`src/rtl/riscv_pkg.sv`:
```
// Shared RV32 front-end definitions: widths, reset PC, fetch FSM encoding,
// major opcodes and the fetch buffer entry layout.
package riscv_pkg;

  localparam int unsigned XLEN     = 32;
  localparam int unsigned OPCODE_W = 7;

  localparam logic [XLEN-1:0] RESET_PC_DEFAULT = 32'h0000_0000;

  // Major opcodes consumed by the control decoder
  localparam logic [OPCODE_W-1:0] OP_OP     = 7'b0110011;
  localparam logic [OPCODE_W-1:0] OP_LOAD   = 7'b0000011;
  localparam logic [OPCODE_W-1:0] OP_STORE  = 7'b0100011;
  localparam logic [OPCODE_W-1:0] OP_BRANCH = 7'b1100011;

  // Fetch FSM: REQ may issue, WAIT has one request in flight,
  // DROP still has a request in flight whose response is stale.
  typedef logic [1:0] ifu_state_t;
  localparam ifu_state_t IFU_REQ  = 2'd0;
  localparam ifu_state_t IFU_WAIT = 2'd1;
  localparam ifu_state_t IFU_DROP = 2'd2;

  typedef struct packed {
    logic [XLEN-1:0] pc;
    logic [XLEN-1:0] instr;
  } fetch_entry_t;

  function automatic logic [XLEN-1:0] next_pc(input logic [XLEN-1:0] pc);
    return pc + XLEN'(4);
  endfunction

endpackage

```
`src/rtl/ifu_fifo2.sv`:
```
// Two-entry instruction buffer; the head entry always sits in the same
// register so the decoder sees flop outputs directly.
module ifu_fifo2
  import riscv_pkg::*;
(
  input  logic         clk,
  input  logic         rst,
  input  logic         push,
  input  fetch_entry_t push_entry,
  input  logic         pop,
  input  logic         flush,
  output logic         full,
  output logic         empty,
  output fetch_entry_t head
);

  fetch_entry_t tail;
  logic         head_vld;
  logic         tail_vld;
  logic         pop_ok;

  assign pop_ok = pop & head_vld;

  // Shift organisation: pop moves tail into head, push fills the first free slot
  always_ff @(posedge clk or posedge rst) begin
    if (rst) begin
      head     <= '0;
      tail     <= '0;
      head_vld <= 1'b0;
      tail_vld <= 1'b0;
    end else if (flush) begin
      head_vld <= 1'b0;
      tail_vld <= 1'b0;
    end else if (push && pop_ok) begin
      if (tail_vld) begin
        head <= tail;
        tail <= push_entry;
      end else begin
        head <= push_entry;
      end
    end else if (pop_ok) begin
      head     <= tail;
      head_vld <= tail_vld;
      tail_vld <= 1'b0;
    end else if (push) begin
      if (!head_vld) begin
        head     <= push_entry;
        head_vld <= 1'b1;
      end else if (!tail_vld) begin
        tail     <= push_entry;
        tail_vld <= 1'b1;
      end
    end
  end

  assign full  = tail_vld;
  assign empty = ~head_vld;

endmodule

```
`src/rtl/instr_fetch_unit.sv`:
```
// Instruction fetch unit: single-outstanding imem requester feeding a
// 2-entry decode buffer. Define IFU_MISALIGN_CHECK_EN for misalign_err.
module instr_fetch_unit
  import riscv_pkg::*;
#(
  parameter logic [XLEN-1:0] RESET_PC  = RESET_PC_DEFAULT,
  parameter int unsigned     BUF_DEPTH = 2
) (
  input  logic                clk,
  input  logic                rst,
  output logic                imem_req,
  output logic [XLEN-1:0]     imem_addr,
  input  logic                imem_ack,
  input  logic [XLEN-1:0]     imem_rdata,
  input  logic                redirect,
  input  logic [XLEN-1:0]     redirect_pc,
  output logic                if_valid,
  input  logic                if_ready,
  output logic [XLEN-1:0]     if_instr,
  output logic [OPCODE_W-1:0] if_opcode,
  output logic [XLEN-1:0]     if_pc
`ifdef IFU_MISALIGN_CHECK_EN
  ,
  output logic                misalign_err
`endif
);

  // Buffer depth is fixed at two entries; the parameter is kept for compatibility
  localparam int unsigned BUF_DEPTH_UNUSED = BUF_DEPTH;

  ifu_state_t      state;
  ifu_state_t      state_d;
  logic [XLEN-1:0] fetch_pc;
  logic [XLEN-1:0] fetch_pc_d;
  logic [XLEN-1:0] imem_addr_d;
  logic [XLEN-1:0] target_pc;
  logic            imem_req_d;
  logic            redirect_go;
  logic            fetch_stop;
  logic            push;
  logic            pop;
  logic            flush;
  logic            buf_full;
  logic            buf_empty;
  fetch_entry_t    push_entry;
  fetch_entry_t    head;

`ifdef IFU_MISALIGN_CHECK_EN
  logic redirect_bad;
  logic misalign_d;

  // A misaligned redirect is dropped and permanently stops new fetches
  assign redirect_bad = redirect & (redirect_pc[1:0] != 2'b00);
  assign redirect_go  = redirect & ~redirect_bad;
  assign target_pc    = redirect_pc;
  assign fetch_stop   = misalign_err;
  assign misalign_d   = misalign_err | redirect_bad;

  always_ff @(posedge clk or posedge rst) begin
    if (rst) begin
      misalign_err <= 1'b0;
    end else begin
      misalign_err <= misalign_d;
    end
  end
`else
  logic redirect_pc_unused;

  assign redirect_pc_unused = ^redirect_pc[1:0];
  assign redirect_go        = redirect;
  assign target_pc          = {redirect_pc[XLEN-1:2], 2'b00};
  assign fetch_stop         = 1'b0;
`endif

  assign push_entry = '{pc: fetch_pc, instr: imem_rdata};
  assign pop        = if_valid & if_ready & ~redirect_go;

  // Next-state and registered-output logic; redirect overrides push/pop
  always_comb begin
    state_d     = state;
    fetch_pc_d  = fetch_pc;
    imem_req_d  = imem_req;
    imem_addr_d = imem_addr;
    push        = 1'b0;
    flush       = 1'b0;

    case (state)
      IFU_REQ: begin
        if (!redirect_go && !buf_full && !fetch_stop) begin
          imem_req_d  = 1'b1;
          imem_addr_d = fetch_pc;
          state_d     = IFU_WAIT;
        end
      end
      IFU_WAIT: begin
        if (imem_ack) begin
          imem_req_d = 1'b0;
          state_d    = IFU_REQ;
          if (!redirect_go) begin
            push       = 1'b1;
            fetch_pc_d = next_pc(fetch_pc);
          end
        end else if (redirect_go) begin
          state_d = IFU_DROP;
        end
      end
      IFU_DROP: begin
        if (imem_ack) begin
          imem_req_d = 1'b0;
          state_d    = IFU_REQ;
        end
      end
      default: begin
        imem_req_d = 1'b0;
        state_d    = IFU_REQ;
      end
    endcase

    if (redirect_go) begin
      flush      = 1'b1;
      fetch_pc_d = target_pc;
    end
  end

  always_ff @(posedge clk or posedge rst) begin
    if (rst) begin
      state     <= IFU_REQ;
      fetch_pc  <= RESET_PC;
      imem_req  <= 1'b0;
      imem_addr <= RESET_PC;
    end else begin
      state     <= state_d;
      fetch_pc  <= fetch_pc_d;
      imem_req  <= imem_req_d;
      imem_addr <= imem_addr_d;
    end
  end

  ifu_fifo2 u_fifo (
    .clk        (clk),
    .rst        (rst),
    .push       (push),
    .push_entry (push_entry),
    .pop        (pop),
    .flush      (flush),
    .full       (buf_full),
    .empty      (buf_empty),
    .head       (head)
  );

  assign if_valid  = ~buf_empty;
  assign if_instr  = head.instr;
  assign if_pc     = head.pc;
  assign if_opcode = head.instr[OPCODE_W-1:0];

endmodule

```
`config.mk`:
```
export PLATFORM = sky130hd
export DESIGN_NAME = instr_fetch_unit
export DESIGN_NICKNAME = d
export VERILOG_FILES = /design/src/rtl/riscv_pkg.sv /design/src/rtl/ifu_fifo2.sv /design/src/rtl/instr_fetch_unit.sv
export SDC_FILE = /design/constraint.sdc
export NUM_CORES = 1
export LEC_CHECK = 0
export CAP_MARGIN = 10
export CORE_MARGIN = 2
export CORE_UTILIZATION = 40
export CTS_BUF_LIST = sky130_fd_sc_hd__clkbuf_16
export DETAILED_ROUTE_END_ITERATION = 8
export PLACE_DENSITY = 0.72
export REMOVE_ABC_BUFFERS = 1
export SLEW_MARGIN = 20
export SYNTH_ARGS = -nofsm -noshare
export SYNTH_HDL_FRONTEND = slang
export SYNTH_SLANG_ARGS = --single-unit
```
`constraint.sdc`:
```
create_clock -name clk -period 13.7 [get_ports clk]
set_input_delay 4.11 -clock clk [delete_from_list [all_inputs] [get_ports clk]]
set_output_delay 4.11 -clock clk [all_outputs]
set_load 0.02 [all_outputs]
```
; ---- Yosys cells after proc, flatten, opt, wreduce, memory -nomap -nowiden
; Index checks and enable logic that the tools add are counted.
[totals]
register_bits = 197
word_cells = 81
[classes]
add_sub_neg = 1
eq_ne = 10
n_mux = 34
n_bitwise = 5
reduce_logical = 21
[ops]
columns = op, n
row1 = $mux W64, 10
row2 = $mux W32, 3
row3 = $add A32 B3 Y32 const B, 1
row4 = $mux W1, 15
row5 = $reduce_and A3 Y1, 3
row6 = $reduce_bool A3 Y1, 3
row7 = $mux W2, 4
row8 = $ne A2 B2 Y1 const B, 4
row9 = $reduce_and A2 Y1, 4
row10 = $reduce_bool A2 Y1, 4
row11 = $ne A3 B3 Y1 const B, 2
row12 = $pmux W2 S3, 1
row13 = $reduce_and A5 Y1, 1
row14 = $ne A2 B1 Y1 const B, 2
row15 = $and A1 B1 Y1, 3
row16 = $eq A2 B1 Y1 const B, 1
row17 = $eq A2 B2 Y1 const B, 1
row18 = $logic_and A1 B1 Y1, 2
row19 = $logic_not A1 Y1, 2
row20 = $logic_not A2 Y1, 1
row21 = $not A1 Y1, 2
row22 = $pmux W1 S2, 1
row23 = $reduce_or A2 Y1, 1

; ---- Logic depth before layout (Yosys ltp)
[depth]
ltp_word = 7
mapped_depth = 9

; ---- Hierarchy
; A second synthesis with hierarchy kept.
[hier_totals]
cells_unflattened = 826
area_unflattened_um2 = 8842.2
[modules_own_cells]
columns = mod, n_inst, cells_each, area_each_um2, seq_area_each_um2
row1 = ifu_fifo2, 1, 524, 5725.5, 3253.1
row2 = instr_fetch_unit, 1, 302, 3116.7, 1576.5

; ---- Least setup slack after synthesis
; No wires, ideal clock.
[synth_timing]
path_kind = input-to-reg
from = input port imem_ack
to = register fetch_pc[31]
t_arrival_ps = 5707
setup_slack_ps = 7911
path_stages = 6
path_cell_list = clkbuf_1 nand4_1 or4_1 buf_2 or3_1 a31oi_1
[synth_via]
elab_chain_len = 2
[synth_lines]
columns = element, line_no
row1 = from (decl), instr_fetch_unit.sv:13  ; input logic imem_ack,
row2 = $reduce_bool A2 Y1 (no line), -
row3 = $reduce_and A2 Y1 (no line), -
row4 = to (signal assigned), instr_fetch_unit.sv:133  ; fetch_pc <= fetch_pc_d;
row5 = to (decl), instr_fetch_unit.sv:33  ; logic [XLEN-1:0] fetch_pc;
; No other way between the ends.
; A chain may end at the register's enable or synchronous reset.

; ---- Worst setup path after layout
[layout_timing]
from = input port imem_ack
to = register u_fifo.head[26] (netlist name)
[layout_via]
elab_chain_len = 5
word_cells_on_any_way = 7
classes_between = eq/ne: 1 / mux: 3 / reduce/logical: 3
[layout_lines]
columns = element, line_no
row1 = $mux W1 *, instr_fetch_unit.sv:96  ; if (imem_ack) begin
row2 = $mux W1 *, instr_fetch_unit.sv:87  ; case (state)
row3 = $logic_and A1 B1 Y1, ifu_fifo2.sv:34  ; end else if (push && pop_ok) begin
row4 = $ne A3 B3 Y1 (no line) / $reduce_bool A3 Y1 (equally long branches), -
row5 = $reduce_and A3 Y1 (no line), -
; Mark *: on every way between the ends. The rest lies on a longest branch, timed or not.

==> impl_metrics.sql <==
INSERT INTO impl_metrics (metric_group, metric, value, unit) VALUES
('run_status', 'status', 'completed', ''),
('cts', 'cts_max_path_buffers', '2', ''),
('sta', 'max_slew_margin', '27.0', '%'),
('layout', 'final_layout_size_suffix_gt1_share', '13.3', '%'),
('die', 'fp-row-count', '56', ''),
('sta', 'skew', '11.8', 'ps'),
('synth', 'yosys_most_used_dff', 'sky130_fd_sc_hd__dfrtp_1', ''),
('synth', 'synth_area_leader_cell', 'sky130_fd_sc_hd__dfrtp_1', ''),
('critical_path', 'cp_top_family', 'simple AND/OR/NAND/NOR gates', ''),
('critical_path', 'setup_crit_path_kind', 'input pin to register', ''),
('sta', 'finalSetupTns', '0', 'ps'),
('synth', 'yosysUniqueCellTypes', '49', ''),
('die', 'chipWidth', '157', 'µm'),
('critical_path', 'cp.depth', '6', ''),
('place', 'detailedPlacementHpwl', '15.5', 'mm'),
('sta', 'maxClockFrequency', '146', 'MHz'),
('layout', 'final_design_area_no_fill', '0.0118', 'mm²'),
('route', 'drt-vias-per-instance', '5.76', ''),
('die', 'ioPinCount', '174', ''),
('sta', 'worstMarginPinSlew', '1090', 'ps'),
('critical_path', 'slowest_delay', '810', 'ps'),
('synth', 'number_of_flops_mapped_to_enable_cells_by_yosys', '0', ''),
('synth', 'synth_top_area_share', '51.5', '%'),
('global_route', 'pin_count_of_the_biggest_net_entering_global_routing', '141', ''),
('global_route', 'grt_pass1_wl', '40.6', 'mm'),
('critical_path', 'critical-path-slowest-cell', 'sky130_fd_sc_hd__or3_1', ''),
('layout', 'fillerInstances', '2146', ''),
('global_route', 'grt_use_total', '20.8', '%'),
('sta', 'fin_crit_sh', '50.1', '%'),
('global_route', 'total_overflow_reported_by_the_global_router', '0', ''),
('pwr', 'vdd_ir_drop_max', '0.0859', 'mV'),
('sta', 'final_hold_viol_count', '0', ''),
('critical_path', 'critPathMaxFanout', '28', ''),
('critical_path', 'worst_path_cell_chain', 'clkdlybuf4s50_1 -> buf_4 -> nand2_1 -> or3_1 -> nand2_2 -> o22a_1', ''),
('sta', 'final_max_slew_viol_count', '0', ''),
('synth', 'avg_synthesized_cell_area', '10.4', 'µm²'),
('cts', 'post_cts_hold_buffer_count', '0', ''),
('layout', 'fin_nets', '1081', ''),
('synth', 'synth.most_common_cell', 'sky130_fd_sc_hd__dfrtp_1', ''),
('place', 'post_dp_cell_area', '0.0112', 'mm²'),
('die', 'floorplan.die.height', '157', 'µm'),
('layout', 'multi_input_comb_area', '0.00413', 'mm²'),
('layout', 'layout_area_overhead', '25.4', '%'),
('cts', 'cts.sink_count', '193', ''),
('critical_path', 'worst_r2r_startpoint', 'state[1]', ''),
('layout', 'register_area', '0.00483', 'mm²'),
('sta', 'min_clock_period_post_route', '6870', 'ps'),
('sta', 'rsz0062_at_grt', 'no', ''),
('route', 'detail_route.wl_per_cell', '19.0', 'µm'),
('critical_path', 'rr_worst_depth', '6', ''),
('synth', 'synthesis.yosys.warnings', '0', ''),
('route', 'drt_pass1_iterations', '5', ''),
('pwr', 'leakagePower', '4.71', 'nW'),
('critical_path', 'reg2reg_to', 'u_fifo.head[26]', ''),
('die', 'fp.dieArea', '0.0247', 'mm²'),
('die', 'coreArea', '0.0233', 'mm²'),
('worst_hold_path', 'whs_endpoint', 'u_fifo.head[42]', ''),
('synth', 'synth_seq_cells', '193', ''),
('synth', 'synthCells', '898', ''),
('critical_path', 'timing.critical_path.buf_inv', '2', ''),
('die', 'start_util', '40.3', '%'),
('critical_path', 'critPathCaptureType', 'register', ''),
('run', 'maxCapViolCount', '0', ''),
('cts', 'library_cell_used_as_clock_root_buffer', 'sky130_fd_sc_hd__clkbuf_16', ''),
('place', 'port_buffers', '169', ''),
('route', 'postRouteAntennaNets', '0', ''),
('cts', 'numCtsBuffers', '17', ''),
('route', 'drc', '0', ''),
('synth', 'yosysSeqAreaShare', '51.5', '%'),
('synth', 'synth_area_leaders', 'sky130_fd_sc_hd__dfrtp_1 52%, sky130_fd_sc_hd__mux2_2 10%, sky130_fd_sc_hd__nand2_1 4.0%', ''),
('cts', 'htree_num_levels', '4', '');
## report_power, final
group	internal [mW]	total [mW]	switching [mW]
logic	0.480	0.959	0.479
registers	0.795	0.947	0.152
clock network	0.232	0.455	0.223
## layout make-up
| class | instances | share of cell area (%) |
|---|---|---|
| Sequential cell | 193 | 41.1 |
| Antenna cell | 1 | 0.0213 |
| Timing Repair Buffer | 184 | 15.5 |
| Clock buffer | 17 | 3.62 |
| Tap cell | 319 | 3.39 |
| Clock inverter | 14 | 0.787 |
| Inverter | 13 | 0.479 |
| Multi-Input combinational cell | 599 | 35.1 |
## metal layers
metal	part of all wire [%]	wire [µm]	GRT usage [%]
met4	1.5	384	6.45
met3	6.6	1680	4.85
met5	0.043	11	0
met2	48	12200	34.4
met1	44	11200	27.3
## flip-flops by register name, summed over array words and instances (netlist names)
register,cells
u_fifo.head,64
u_fifo.tail,64
fetch_pc,30
imem_addr,30
state,2
imem_req,1
u_fifo.full,1
u_fifo.head_vld,1
## how the worst max path moves through the flow
stage,from,end,slack (ps)
6_report,imem_ack,u_fifo.head[26],6830
5_1_grt,imem_ack,u_fifo.head[26],6640
3_5_place_dp,imem_ack,u_fifo.head[15],6440
3_3_place_gp,imem_ack,u_fifo.head[7],6020
2_1_floorplan,rst,fetch_pc[10],4330
4_1_cts,imem_ack,u_fifo.head[26],6870
## cells in the final DEF, fill, tap and decap left out, drive strengths merged, types with 2 or more instances in the layout
cell type      instances
dfrtp                193
clkdlybuf4s50        168
nand2                101
mux2                  86
nand3                 64
o21ai                 46
a21oi                 43
a31oi                 34
o22a                  29
a221o                 28
nor2                  22
clkbuf                17
inv                   17
buf                   16
mux2i                 15
nand4b                15
a211oi                14
nand4                 13
or4                   11
xnor2                 10
clkinv                10
or3                    8
nor4                   8
a221oi                 7
and3                   4
nor3                   4
xor2                   4
o31ai                  4
ha                     4
and2                   3
and3b                  2
nand3b                 2
a22o                   2
a32oi                  2
nand2b                 2
conb                   2
nor4bb                 2
## cell families after synthesis
family | Yosys count | synth area share, %
buffers and inverters | 107 | 4.78
XOR/XNOR | 14 | 1.31
adder cells (fa/ha/maj) | 4 | 0.534
other | 1 | 0.0400
AND/OR/NAND/NOR | 263 | 14.1
flip-flops | 193 | 51.5
multiplexers | 101 | 11.9
AO/OA/AOI/OAI | 215 | 15.8
## tightest hold or removal path: stages, from the launching register on
cell and delay (ps):
sky130_fd_sc_hd__dfrtp_1 340, sky130_fd_sc_hd__nand2_1 50, sky130_fd_sc_hd__o21ai_0 60
## through the flow
stage | setup WS, ps | total power [mW] | hold slack [ps] | std cells
2_1_floorplan | 4330 | 1.46 | 450 | 805
3_3_place_gp | 6020 | 1.90 | 461 | 1307
3_5_place_dp | 6440 | 1.92 | 472 | 1307
4_1_cts | 6870 | 2.38 | 487 | 1338
5_1_grt | 6640 | 2.50 | 513 | 1339
6_report | 6830 | 2.36 | 484 | 1340
Power figures use the tool's default switching activity.
